--- config.mk ---
export PLATFORM = sky130hd
export DESIGN_NAME = filter_mask_decoder
export DESIGN_NICKNAME = d
export VERILOG_FILES = /design/src/rtl/filter_mask_decoder.sv
export SDC_FILE = /design/constraint.sdc
export NUM_CORES = 1
export LEC_CHECK = 0
export CAP_MARGIN = 25
export CORE_ASPECT_RATIO = 1.1
export CORE_MARGIN = 10
export CORE_UTILIZATION = 42
export DETAILED_ROUTE_END_ITERATION = 16
export PLACE_DENSITY = 0.89
export SLEW_MARGIN = 30
export SYNTH_ARGS = -nofsm -noshare
export SYNTH_HDL_FRONTEND = slang
export SYNTH_SLANG_ARGS = --single-unit
--- constraint.sdc ---
create_clock -name clk -period 5 [get_ports clk]
set_input_delay 0.75 -clock clk [delete_from_list [all_inputs] [get_ports clk]]
set_output_delay 0.75 -clock clk [all_outputs]
set_load 0.01 [all_outputs]
--- src/rtl/filter_mask_decoder.sv ---
// filter_mask_decoder
// Queues per-slot filter indices in a DEPTH-entry FIFO. The head entry is
// decoded into per-slot one-hot channel selects and a per-macro OR mask.
// Optional feature macro: DUP_CHECK_EN (per-macro duplicate channel flags).
module filter_mask_decoder #(
    parameter int NUM_MACRO      = 1,
    parameter int OUT_CH         = 64,
    parameter int MAX_NUM_FILTER = 1,
    parameter int DEPTH          = 4,
    localparam int BIT_OUT_CH    = $clog2(OUT_CH),
    localparam int SLOTS         = NUM_MACRO * MAX_NUM_FILTER,
    localparam int PTR_W         = $clog2(DEPTH),
    localparam int LVL_W         = PTR_W + 1
) (
    input  logic                          clk,
    input  logic                          rst,
    input  logic                          in_valid,
    output logic                          in_ready,
    input  logic [SLOTS*BIT_OUT_CH-1:0]   WHICH_FILTER,
    input  logic [SLOTS-1:0]              slot_en,
    output logic                          out_valid,
    input  logic                          out_ready,
    output logic [SLOTS*OUT_CH-1:0]       demux,
    output logic [NUM_MACRO*OUT_CH-1:0]   macro_mask,
    output logic [NUM_MACRO-1:0]          dup_err,
    output logic [LVL_W-1:0]              level
);

    // Entry storage; data is never reset, only the pointers and level are.
    logic [SLOTS*BIT_OUT_CH-1:0] idx_mem [DEPTH];
    logic [SLOTS-1:0]            en_mem  [DEPTH];
    logic [PTR_W-1:0]            wr_ptr;
    logic [PTR_W-1:0]            rd_ptr;
    logic                        push;
    logic                        pop;
    logic [SLOTS*BIT_OUT_CH-1:0] head_idx;
    logic [SLOTS-1:0]            head_en;

    // An index selects a channel only if it names an existing one; with a
    // non-power-of-two OUT_CH the top codes of the index field are unused.
    function automatic logic in_range(input logic [BIT_OUT_CH-1:0] idx);
        return (int'(idx) < OUT_CH);
    endfunction

    function automatic logic [OUT_CH-1:0] one_hot(input logic [BIT_OUT_CH-1:0] idx);
        return OUT_CH'(1) << idx;
    endfunction

`ifdef DUP_CHECK_EN
    logic [NUM_MACRO-1:0] dup_mem [DEPTH];

    // Flags a macro whose enabled, in-range slots name the same channel twice.
    function automatic logic [NUM_MACRO-1:0] dup_flags(
        input logic [SLOTS*BIT_OUT_CH-1:0] wf,
        input logic [SLOTS-1:0]            en
    );
        logic [NUM_MACRO-1:0] r;
        int a;
        int b;
        r = '0;
        for (int m = 0; m < NUM_MACRO; m++) begin
            for (int i = 0; i < MAX_NUM_FILTER; i++) begin
                for (int j = i + 1; j < MAX_NUM_FILTER; j++) begin
                    a = m * MAX_NUM_FILTER + i;
                    b = m * MAX_NUM_FILTER + j;
                    if (en[a] && en[b] &&
                        in_range(wf[a*BIT_OUT_CH +: BIT_OUT_CH]) &&
                        in_range(wf[b*BIT_OUT_CH +: BIT_OUT_CH]) &&
                        (wf[a*BIT_OUT_CH +: BIT_OUT_CH] == wf[b*BIT_OUT_CH +: BIT_OUT_CH]))
                        r[m] = 1'b1;
                end
            end
        end
        return r;
    endfunction
`endif

    // Full/empty come from the registered occupancy, never from pointers.
    assign in_ready  = (level != LVL_W'(DEPTH));
    assign out_valid = (level != '0);
    assign push      = in_valid & in_ready;
    assign pop       = out_valid & out_ready;

    // Pointer and occupancy bookkeeping; pointers wrap naturally (DEPTH is 2^n).
    always_ff @(posedge clk or posedge rst) begin
        if (rst) begin
            wr_ptr <= '0;
            rd_ptr <= '0;
            level  <= '0;
        end else begin
            if (push) wr_ptr <= wr_ptr + 1'b1;
            if (pop)  rd_ptr <= rd_ptr + 1'b1;
            case ({push, pop})
                2'b10:   level <= level + 1'b1;
                2'b01:   level <= level - 1'b1;
                default: level <= level;
            endcase
        end
    end

    // Write the offered entry (and its duplicate flags) at the write pointer.
    always_ff @(posedge clk) begin
        if (push) begin
            idx_mem[wr_ptr] <= WHICH_FILTER;
            en_mem[wr_ptr]  <= slot_en;
`ifdef DUP_CHECK_EN
            dup_mem[wr_ptr] <= dup_flags(WHICH_FILTER, slot_en);
`endif
        end
    end

    assign head_idx = idx_mem[rd_ptr];
    assign head_en  = en_mem[rd_ptr];

    // Decode the head entry from stored state only; empty FIFO drives zeros.
    always_comb begin
        demux      = '0;
        macro_mask = '0;
        if (out_valid) begin
            for (int s = 0; s < SLOTS; s++) begin
                if (head_en[s] && in_range(head_idx[s*BIT_OUT_CH +: BIT_OUT_CH]))
                    demux[s*OUT_CH +: OUT_CH] = one_hot(head_idx[s*BIT_OUT_CH +: BIT_OUT_CH]);
            end
        end
        for (int m = 0; m < NUM_MACRO; m++) begin
            for (int f = 0; f < MAX_NUM_FILTER; f++) begin
                macro_mask[m*OUT_CH +: OUT_CH] = macro_mask[m*OUT_CH +: OUT_CH] |
                    demux[(m*MAX_NUM_FILTER + f)*OUT_CH +: OUT_CH];
            end
        end
    end

`ifdef DUP_CHECK_EN
    assign dup_err = out_valid ? dup_mem[rd_ptr] : '0;
`else
    assign dup_err = '0;
`endif

endmodule

==> results of run 1 <==
[per-layer routing]
layer  wire length (um)  GRT usage [%]  up-vias
met5                  0              0        -
met4                 75           3.27        0
met3                755           4.14        7
met2               3930           27.3      102
met1               2690           15.0      957
li1                   -              -      948
[worst paths after layout]
kind | start | end | slack (ps) | cells past startpoint
min in group asynchronous | rst | wr_ptr[1] | 690 | 2
max reg2reg | level[0] | level[1] | 2810 | 5
max in group asynchronous | rst | rd_ptr[1] | 4100 | 2
min reg2reg | level[2] | level[2] | 520 | 1
max | rd_ptr[0] | demux[2] | 990 | 4
min | level[2] | level[2] | 520 | 1
[logic make-up after synthesis]
family,synth area share [%]
and+or+nand+nor,24.4
adders and majority gates,3.24
DFF,39.8
xor gates and xnor gates,2.06
other,0.147
muxes,7.07
buffers and inverters,23.3
[area by class of cell]
cell class              count  area, um^2  share of cell area (%)
repair buffers            143        1430                    40.0
clock buffers               8        80.1                    2.24
multi-input cells         122         943                    26.3
well taps                  77        96.3                    2.69
flip-flops and latches     35        1020                    28.4
inverters                   4        15.0                   0.419
[power by group through the flow]
stage	Combinational, mW	Clock, mW	Sequential, mW
final	0.873	0.188	0.468
after detailed placement	0.883	0	0.475
after floorplan	0.682	0	0.441
after global routing	0.954	0.204	0.482
after global placement	0.856	0	0.470
after CTS	0.887	0.191	0.470
[through the flow]
| step | setup WS [ps] | power [mW] | cells | instance area [um^2] | hold WS, ps |
|---|---|---|---|---|---|
| 3_5_place_dp | 1280 | 1.36 | 381 | 3500 | 506 |
| 4_1_cts | 960 | 1.55 | 389 | 3580 | 516 |
| 6_report | 986 | 1.53 | 389 | 3580 | 516 |
| 5_1_grt | 767 | 1.64 | 389 | 3580 | 535 |
| 3_3_place_gp | 1320 | 1.33 | 381 | 3500 | 503 |
| 2_1_floorplan | 2010 | 1.12 | 246 | 2550 | 498 |
[placed cells by master, fill, tap and decap left out, types with 2 or more instances in the layout]
cell             count
clkdlybuf4s50_1    143
nor3_1              59
edfxtp_1            28
mux4_2               7
dfrtp_1              7
nand4bb_1            6
nor3_2               6
nand2_1              5
ha_1                 5
clkbuf_8             5
inv_1                4
xnor2_1              4
nand4b_1             4
nand2b_1             4
and3_1               4
or4b_1               3
clkbuf_1             3
mux2_2               2
xor2_1               2
[registers in the layout, indices dropped and copies added, names as in the netlist]
name	count
level	3
en_mem	4
wr_ptr	2
rd_ptr	2
idx_mem	24
==> metrics.md, run 1 <==
| Metric | Value |
|---|---|
| # hold bufs at CTS | `0` |
| Largest net degree at the start of global routing | `33` |
| Post-CTS Resized | `0` |
| Synth top area cells | `edfxtp_1, buf_4, nor3_1` |
| Via count | `2,014` |
| Buffers on Ports | `143` |
| Sink Count | `35` |
| Slowest stage delay, CP | `approximately 720 ps` |
| Sequential share of power | `between 30% and 40%` |
| Min-delay worst type | `register to register` |
| HPWL after DPL | `6060 um` |
| CTS Buf Count | `5` |
| Die H | `102 um` |
| Pwr dens | `427 nW/um^2` |
| Most frequent cells after synthesis | `buf_4, nor3_1, edfxtp_1` |
| GP Congestion | `0.745` |
| Predominant post-synthesis flop cell | `edfxtp_1` |
| Post-synth EDFFs | `28` |
| Gr usage total | `between 10% and 20%` |
| Total Routed Length | `between 7000 and 8000 um` |
| Worst clock skew | `~5.6 ps` |
| CP Max Fanout | `16` |
| Finished Core Util | `between 60% and 70%` |
| Fmax | `approximately 0.25 GHz` |
| Routed WL per cell | `between 15 and 20 um` |
| N_diodes | `0` |
| First-pass GRT wire length | `~11,000 um` |
| H-tree depth | `2` |
| Setup TNS Final | `0 ps` |
| Top-area cell type share of the netlist area | `33.0%` |
| Seq/Total Area, Yosys | `39.8%` |
| CTS Root Cell | `clkbuf_8` |
| Share of layout cells above drive strength 1 | `under 10%` |
| Status | `finished clean` |
| Crit share post-route | `approximately four fifths` |
| Vias/cell | `roughly 5.2` |
| Congestion Overflow GR | `0` |
| Antenna violations before repair | `0` |
| Syn_nets | `about 260` |
| P_sw | `about 0.69 mW` |
| Post-Synthesis Cells | `around 250` |
| CP delay by family, top | `simple AND/OR/NAND/NOR gates` |
| Worst-Skew Late Latency | `about 280 ps` |
| Average size of a mapped cell | `10.4 um^2` |
| Worst Path Required | `between 4000 and 5000 ps` |
| Count leader, synth | `buf_4` |
| Mapped cell area | `2550 um^2` |
| Sum of buffers and inverters on the critical path | `1` |
| Critical path, cell by cell | `mux4_2, or4b_1, nor3_1, clkdlybuf4s50_1` |
| Static leakage | `1.12 nW` |
| Flops & latches, synth | `35` |
| Clock power share | `12.3%` |
| Clock tree buffer depth | `2` |
| Gate power share | `between 50% and 60%` |
| Ports | `about 150` |
| Final hold vios | `0` |
| Worst setup path class | `register to output pin` |
| Final setup viols | `0` |
| Initial core utilization | `approximately 44%` |
| Filler cells | `468` |
| Die W | `about 94 um` |
| Pre-antenna DRT Iters | `4` |
| Final ANT Viol Nets | `0` |
| Synth cell types | `30` |
| CP startpoint kind | `register` |
| Final Max Tran Viols | `0` |
| Die area | `roughly 9600 um^2` |
| Post-layout min period | `approximately 4000 ps` |
| Nets | `~330` |
| Vias in the first global route | `1,928` |
| Clock Pin Slew Worst Setup and Hold Paths | `60 ps` |
| Post-CTS setup buffers | `0` |
| Worst VDD drop | `0.386 mV` |
| RSZ-0062 raised after global routing | `false` |
| Initial DRC count | `a little under 70` |
| Area grow syn2layout | `40.5%` |
| Asr flop ratio synth | `20.0%` |
| Int Pwr | `~0.84 mW` |
| Max-Cap Viols | `0` |
| Worst-Margin Slew | `between 600 and 700 ps` |
| Biggest area consumer among synthesized cells | `edfxtp_1` |
| Synth Warn # | `0` |
| Critical Path Sink Type | `output pin` |
| Slew headroom | `a little under three fifths` |
| Row Count | `29` |
| TritonCTS clock tree | `done` |
| Drt drc | `0` |
| Worst Path Arrival | `around 3300 ps` |
| Sw frac | `between 40 and 50%` |
| Crit-path slowest cell | `mux4_2` |
| Core Region | `~6000 um^2` |
Power figures use the tool's default switching activity.
==> inputs of run 2 (changes only) <==
--- a/config.mk
+++ b/config.mk
@@ -8,9 +8,9 @@
 export CAP_MARGIN = 25
 export CORE_ASPECT_RATIO = 1.1
 export CORE_MARGIN = 10
-export CORE_UTILIZATION = 42
+export CORE_UTILIZATION = 35
 export DETAILED_ROUTE_END_ITERATION = 16
-export PLACE_DENSITY = 0.89
+export PLACE_DENSITY = 0.79
 export SLEW_MARGIN = 30
 export SYNTH_ARGS = -nofsm -noshare
 export SYNTH_HDL_FRONTEND = slang
==> constraint.sdc (replaced) <==
create_clock -name clk -period 3.3 [get_ports clk]
set_input_delay 0.495 -clock clk [delete_from_list [all_inputs] [get_ports clk]]
set_output_delay 0.495 -clock clk [all_outputs]
set_load 0.01 [all_outputs]
==> run 2 against run 1 <==
Effect of this change: the flow now finishes with violations (setup timing); utilization shrank 3.4 points; non-clock buffer count grew 17; sequential share of layout area shrank 3.4 points; count of clock-buffer cells in the layout shrank 2; via count grew 4.5%; sequential power grew 52%; largest cell class unchanged; largest power group unchanged; highest routed layer unchanged.
==> metrics.md, run 2 (synthesis gave the netlist of run 1 again) <==
| Metric | Value |
|---|---|
| Total Routed Length | `8270 um (+11%)` |
| Nets | `346 (+5.5%)` |
| Worst VDD drop | `0.670 mV (+74%)` |
| Clock tree buffer depth | `2 (unchanged)` |
| Largest net degree at the start of global routing | `33 (unchanged)` |
| Placed cell area | `3570 um^2 (+1.9%)` |
| Violated checks | `setup timing` |
| Die area | `11,100 um^2 (+16%)` |
| Crit share post-route | `102%` |
| Vias in the first global route | `2,098 (+8.8%)` |
| Worst setup path class | `register to output pin` |
| Final hold slack | `429 ps (-87.4 ps)` |
| Area taken by multi-input logic gates | `1210 um^2 (+28%)` |
| CP startpoint kind | `register` |
| Post-route cell area | `4080 um^2 (+14%)` |
| Final hold vios | `0 (unchanged)` |
| GP Congestion | `0.755 (+1.3%)` |
| CTS Buf Count | `5 (unchanged)` |
| TritonCTS clock tree | `done` |
| Initial DRC count | `79 (+14%)` |
| Final setup viols | `2 (+2)` |
| Area grow syn2layout | `60.0%` |
| Final Max Tran Viols | `0 (unchanged)` |
| Sink Count | `35 (unchanged)` |
| Finished Core Util | `57.9% (-3.4 points)` |
| Buffers on Ports | `143 (unchanged)` |
| Slew headroom | `64.7% (+7.5 points)` |
| Worst Path Arrival | `2860 ps (-400 ps)` |
| Fmax | `0.298 GHz` |
| Post-layout min period | `~3400 ps` |
| Most flops, register | `idx_mem` |
| H-tree depth | `2 (unchanged)` |
| N_diodes | `0 (unchanged)` |
| Critical Path Sink Type | `output pin` |
| Row Count | `32 (+10%)` |
| Filler cells | `580 (+24%)` |
| Final WS setup | `-59.6 ps (-1050 ps)` |
| Worst clock skew | `7.78 ps (+2.17 ps)` |
| Core Region | `7050 um^2 (+21%)` |
| Critical Path Source | `rd_ptr[0]` |
| Share of layout cells above drive strength 1 | `27.6% (+20 points)` |
| Initial core utilization | `36.2% (-7.5 points)` |
| Die H | `110 um (+7.7%)` |
| Vias/cell | `5.07 (-2.0%)` |
| Most common cell after layout, fill and taps aside | `clkdlybuf4s50_1` |
| # hold bufs at CTS | `0 (unchanged)` |
| Worst Path Required | `2800 ps (-1450 ps)` |
| Routed WL per cell | `19.9 um (+4.2%)` |
| HPWL after DPL | `6180 um (+2.1%)` |
| Pwr dens | `690 nW/um^2 (+62%)` |
| Ports | `145 (unchanged)` |
| Clock Pin Slew Worst Setup and Hold Paths | `70 ps (about the same)` |
| Antenna violations before repair | `0 (unchanged)` |
| Register area | `1020 um^2 (+0.12%)` |
| Max reg flops | `24 (unchanged)` |
| Drt drc | `0 (unchanged)` |
| Gr usage total | `12.9% (-1.4 points)` |
| Cell total after placement | `397 (+4.2%)` |
| Worst-Margin Slew | `529 ps (-112 ps)` |
| Pre-antenna DRT Iters | `4 (unchanged)` |
| Die W | `101 um (+7.5%)` |
| First-pass GRT wire length | `11,600 um (+5.9%)` |
| Max-Cap Viols | `0 (unchanged)` |
| Final std cells w/o fill | `415 (+6.7%)` |
| Final ANT Viol Nets | `0 (unchanged)` |
| Most frequent cells in the layout | `clkdlybuf4s50_1, nor3_2, dlymetal6s2s_1, edfxtp_1, dlygate4sd2_1` |
| Min-delay worst type | `primary input to asynchronous set/reset pin` |
| Setup TNS Final | `-101 ps (-101 ps)` |
| CTS Root Cell | `clkbuf_8` |
| Congestion Overflow GR | `0 (unchanged)` |
| RSZ-0062 raised after global routing | `true` |
| Worst-Skew Late Latency | `280 ps (about the same)` |
| Biggest regs | `idx_mem: 24 flops, en_mem: 4 flops, level: 3 flops` |
| Reg-to-reg startpoint | `level[0]` |
| Via count | `2,105 (+4.5%)` |
| Static leakage | `1.97 nW (+76%)` |
| CP Max Fanout | `32 (+16)` |
| Status | `finished, violations left` |
## run 2: cell count changes in the layout (fill, tap and decap cells not counted), sizes merged
cell and change:
clkinv +1, buf +17, bufinv +1, dlygate4sd2 +22, mux4 +1, dlymetal6s2s +32
clkbuf -2, clkdlybuf4s50 -54
## run 2: area by class of cell
cell class	instances	share of cell area, %
timing repair buffer	160	39.5
multi-input combinational	123	29.7
sequential	35	24.9
tap	85	2.61
clock buffer	6	2.02
clock inverter	2	0.859
inverter	4	0.368
## run 2: metrics by stage
stage | worst slack (ps) | power (mW)
2_1_floorplan | 570 | 1.70
3_3_place_gp | 36.3 | 2.10
3_5_place_dp | -35.4 | 2.14
4_1_cts | -54.7 | 2.63
5_1_grt | -202 | 3.00
6_report | -59.6 | 2.81
## run 2: what timing repair did
action	CTS	global route
pin swaps	1	9
gates cloned	0	1
setup endpoints to repair	124	100
setup buffers	2	7
gates resized for setup	40	65
endpoints found under the hold margin	0	0
## run 2: where the power goes
group          internal, mW  switching, mW  leakage (nW)
clock network         0.244          0.145        0.0612
logic                 0.693           1.02          1.57
registers             0.604          0.107         0.337
## run 2: final timing paths
check / to / slack (ps) / depth (start not counted)
worst min-delay path: level[2] / 430 / 2
worst max-delay path: demux[61] / -60 / 6
min in group clk: level[2] / 540 / 1
worst max register to register: level[1] / 1120 / 5
worst min register to register: level[2] / 540 / 1
max in group asynchronous: rd_ptr[0] / 2640 / 2
## run 2: worst max-delay path: stages, from the launching register on
cell and delay (ps):
dfrtp_2 470, buf_4 140, buf_4 130, mux4_2 490
buf_4 280, nor3_1 410, clkdlybuf4s50_1 640
## run 2: per-layer routing
| layer | track usage [%] | up-vias | share of wire (%) |
|---|---|---|---|
| met2 | 23.9 | 91 | 51 |
| met4 | 3.98 | 0 | 1.9 |
| met1 | 13.3 | 1017 | 38 |
| met3 | 4.58 | 16 | 9.4 |
| li1 | - | 981 | - |
| met5 | 0 | - | 0 |
==> inputs of run 3 (changes only) <==
--- a/config.mk
+++ b/config.mk
@@ -6,12 +6,14 @@
 export NUM_CORES = 1
 export LEC_CHECK = 0
 export CAP_MARGIN = 25
+export CELL_PAD_IN_SITES_DETAIL_PLACEMENT = 0
+export CELL_PAD_IN_SITES_GLOBAL_PLACEMENT = 1
 export CORE_ASPECT_RATIO = 1.1
 export CORE_MARGIN = 10
-export CORE_UTILIZATION = 35
+export CORE_UTILIZATION = 25
 export DETAILED_ROUTE_END_ITERATION = 16
+export GPL_TIMING_DRIVEN = 1
 export PLACE_DENSITY = 0.79
-export SLEW_MARGIN = 30
 export SYNTH_ARGS = -nofsm -noshare
 export SYNTH_HDL_FRONTEND = slang
 export SYNTH_SLANG_ARGS = --single-unit
==> run 3 against run 2 <==
Effect of this change: the run now ends clean; clock power decreased by 23%; sequential share of layout area is 0.86 points lower; utilization shrank 15 points; flip-flop and latch count did not move; die area is 32% higher; non-clock buffer count is 2 higher; setup slack better by 92 ps; total power is 3.7% higher; wire length is 3.1% higher; via count decreased by 0.81%; first-iteration DRC count grew 14%; global-route usage decreased by 2.7 points; critical endpoint is now macro_mask[48].
==> metrics.md, run 3 (synthesis gave the netlist of run 1 again) <==
| Metric | Value |
|---|---|
| Status | `finished clean` |
| Clock tree buffer depth | `2 (unchanged)` |
| Ports | `145 (unchanged)` |
| Initial core utilization | `25.7% (-11 points)` |
| Die H | `126 um (+15%)` |
| Largest net degree at the start of global routing | `33 (unchanged)` |
| N_diodes | `0 (unchanged)` |
| Worst reg2reg path depth | `5 (unchanged)` |
| Worst clock skew | `5.32 ps (-2.46 ps)` |
| Static leakage | `1.97 nW (-0.37%)` |
| Most frequent cells in the layout | `clkdlybuf4s50_1, nor3_2, dlymetal6s2s_1, edfxtp_1, buf_4` |
| Setup TNS Final | `0 ps (+101 ps)` |
| Final Max Tran Viols | `0 (unchanged)` |
| Placed cell area | `3670 um^2 (+2.8%)` |
| Min-delay worst type | `primary input to asynchronous set/reset pin` |
| Post-layout min period | `3270 ps (-92.2 ps)` |
| Crit share post-route | `99.0% (-2.8 points)` |
| Initial DRC count | `90 (+14%)` |
| Critical Path Sink Type | `output pin` |
| Max-Cap Viols | `0 (unchanged)` |
| Final hold slack | `464 ps (+35.2 ps)` |
| Post-route cell area | `4230 um^2 (+3.7%)` |
| Cell total after placement | `436 (+9.8%)` |
| Via count | `2,088 (-0.81%)` |
| Die W | `116 um (+15%)` |
| Fmax | `0.306 GHz (+2.8%)` |
| First-pass GRT wire length | `12,100 um (+5.0%)` |
| Routed WL per cell | `18.9 um (-5.2%)` |
| Clock Pin Slew Worst Setup and Hold Paths | `70 ps (about the same)` |
| Final hold vios | `0 (unchanged)` |
| Pwr dens | `690 nW/um^2 (about the same)` |
| Worst VDD drop | `0.566 mV (-16%)` |
| Vias/cell | `4.63 (-8.7%)` |
| Biggest regs | `idx_mem: 24 flops, en_mem: 4 flops, level: 3 flops` |
| Pre-antenna DRT Iters | `4 (unchanged)` |
| RSZ-0062 raised after global routing | `true` |
| Total Routed Length | `8530 um (+3.1%)` |
| Final WS setup | `32.6 ps (+92.2 ps)` |
| CTS Root Cell | `clkbuf_8` |
| HPWL after DPL | `6780 um (+9.6%)` |
| Gr usage total | `10.2% (-2.7 points)` |
| Nets | `347 (+0.29%)` |
| TritonCTS clock tree | `done` |
| # hold bufs at CTS | `0 (unchanged)` |
| Core Region | `9940 um^2 (+41%)` |
| Most flops, register | `idx_mem` |
| Vias in the first global route | `2,174 (+3.6%)` |
| Worst-Skew Late Latency | `270 ps (about the same)` |
| Final setup viols | `0 (-2)` |
| Die area | `14,600 um^2 (+32%)` |
| Pwr Total | `2.92 mW (+3.7%)` |
| Final ANT Viol Nets | `0 (unchanged)` |
| Sink Count | `35 (unchanged)` |
| Final std cells w/o fill | `451 (+8.7%)` |
| CP startpoint kind | `register` |
| Max reg flops | `24 (unchanged)` |
| Drt drc | `0 (unchanged)` |
| Worst Path Arrival | `2770 ps (-90 ps)` |
| Worst setup path class | `register to output pin` |
| Worst Path Required | `2800 ps (about the same)` |
| Share of layout cells above drive strength 1 | `30.8% (+3.2 points)` |
| Finished Core Util | `42.6% (-15 points)` |
| Crit-path slowest cell | `or4_4` |
| Antenna violations before repair | `0 (unchanged)` |
| CTS Buf Count | `5 (unchanged)` |
| H-tree depth | `2 (unchanged)` |
| Most common cell after layout, fill and taps aside | `clkdlybuf4s50_1` |
| CP Max Fanout | `6 (-81%)` |
| Slowest stage delay, CP | `610 ps (-30 ps)` |
| Buffers on Ports | `143 (unchanged)` |
| Congestion Overflow GR | `0 (unchanged)` |
| Placement Setup Slack | `67.9 ps (+103 ps)` |
| Area grow syn2layout | `65.8%` |
| GP Congestion | `0.749 (-0.72%)` |
| Critical path, cell by cell | `mux4_2, or4_4, nor3_1, clkdlybuf4s50_1` |
| Row Count | `38 (+19%)` |
-- run 3: path summary, 6_finish.rpt --
| kind | to | startpoint | slack, ps |
|---|---|---|---|
| setup / recovery | macro_mask[48] | rd_ptr[0] | 30 |
| min in group clk | level[2] | level[2] | 530 |
| hold / removal | level[2] | rst | 460 |
| max in group asynchronous | rd_ptr[0] | rst | 2570 |
| setup reg to reg | level[1] | level[0] | 1110 |
| hold reg to reg | level[2] | level[2] | 530 |
-- run 3: metal layers --
layer	wire length [um]	GRT usage, %	vias to the layer above
met1	2950	9.53	1004
li1	-	-	981
met4	146	3.54	0
met3	918	3.61	11
met5	0	0	-
met2	4510	19.7	92
-- run 3: report_power, final --
group          total (mW)  internal (mW)  switching, mW
Combinational        1.92          0.804           1.11
Sequential          0.700          0.605         0.0948
Clock               0.300          0.168          0.132
-- run 3: critical path: cells and delay by family, from the launching register on --
kind                   cells  cell delay (ps)
multiplexers               1              580
flip-flops                 1              450
buffers and inverters      1              610
AND/OR/NAND/NOR            2              870
-- run 3: cell type report --
type / instances / area, um^2
Timing Repair Buffer: 162 / 1690
Multi-Input combinational cell: 122 / 1260
Sequential cell: 35 / 1020
Clock buffer: 7 / 86.3
Inverter: 4 / 15.0
Clock inverter: 1 / 5.00
Tap cell: 120 / 150
Fill cell: 919 / 5710
-- run 3: what timing repair did --
action,4_1_cts,5_1_grt
pin swaps,0,4
resized for setup,16,87
endpoints found under the setup margin,81,108
setup buffers,0,7
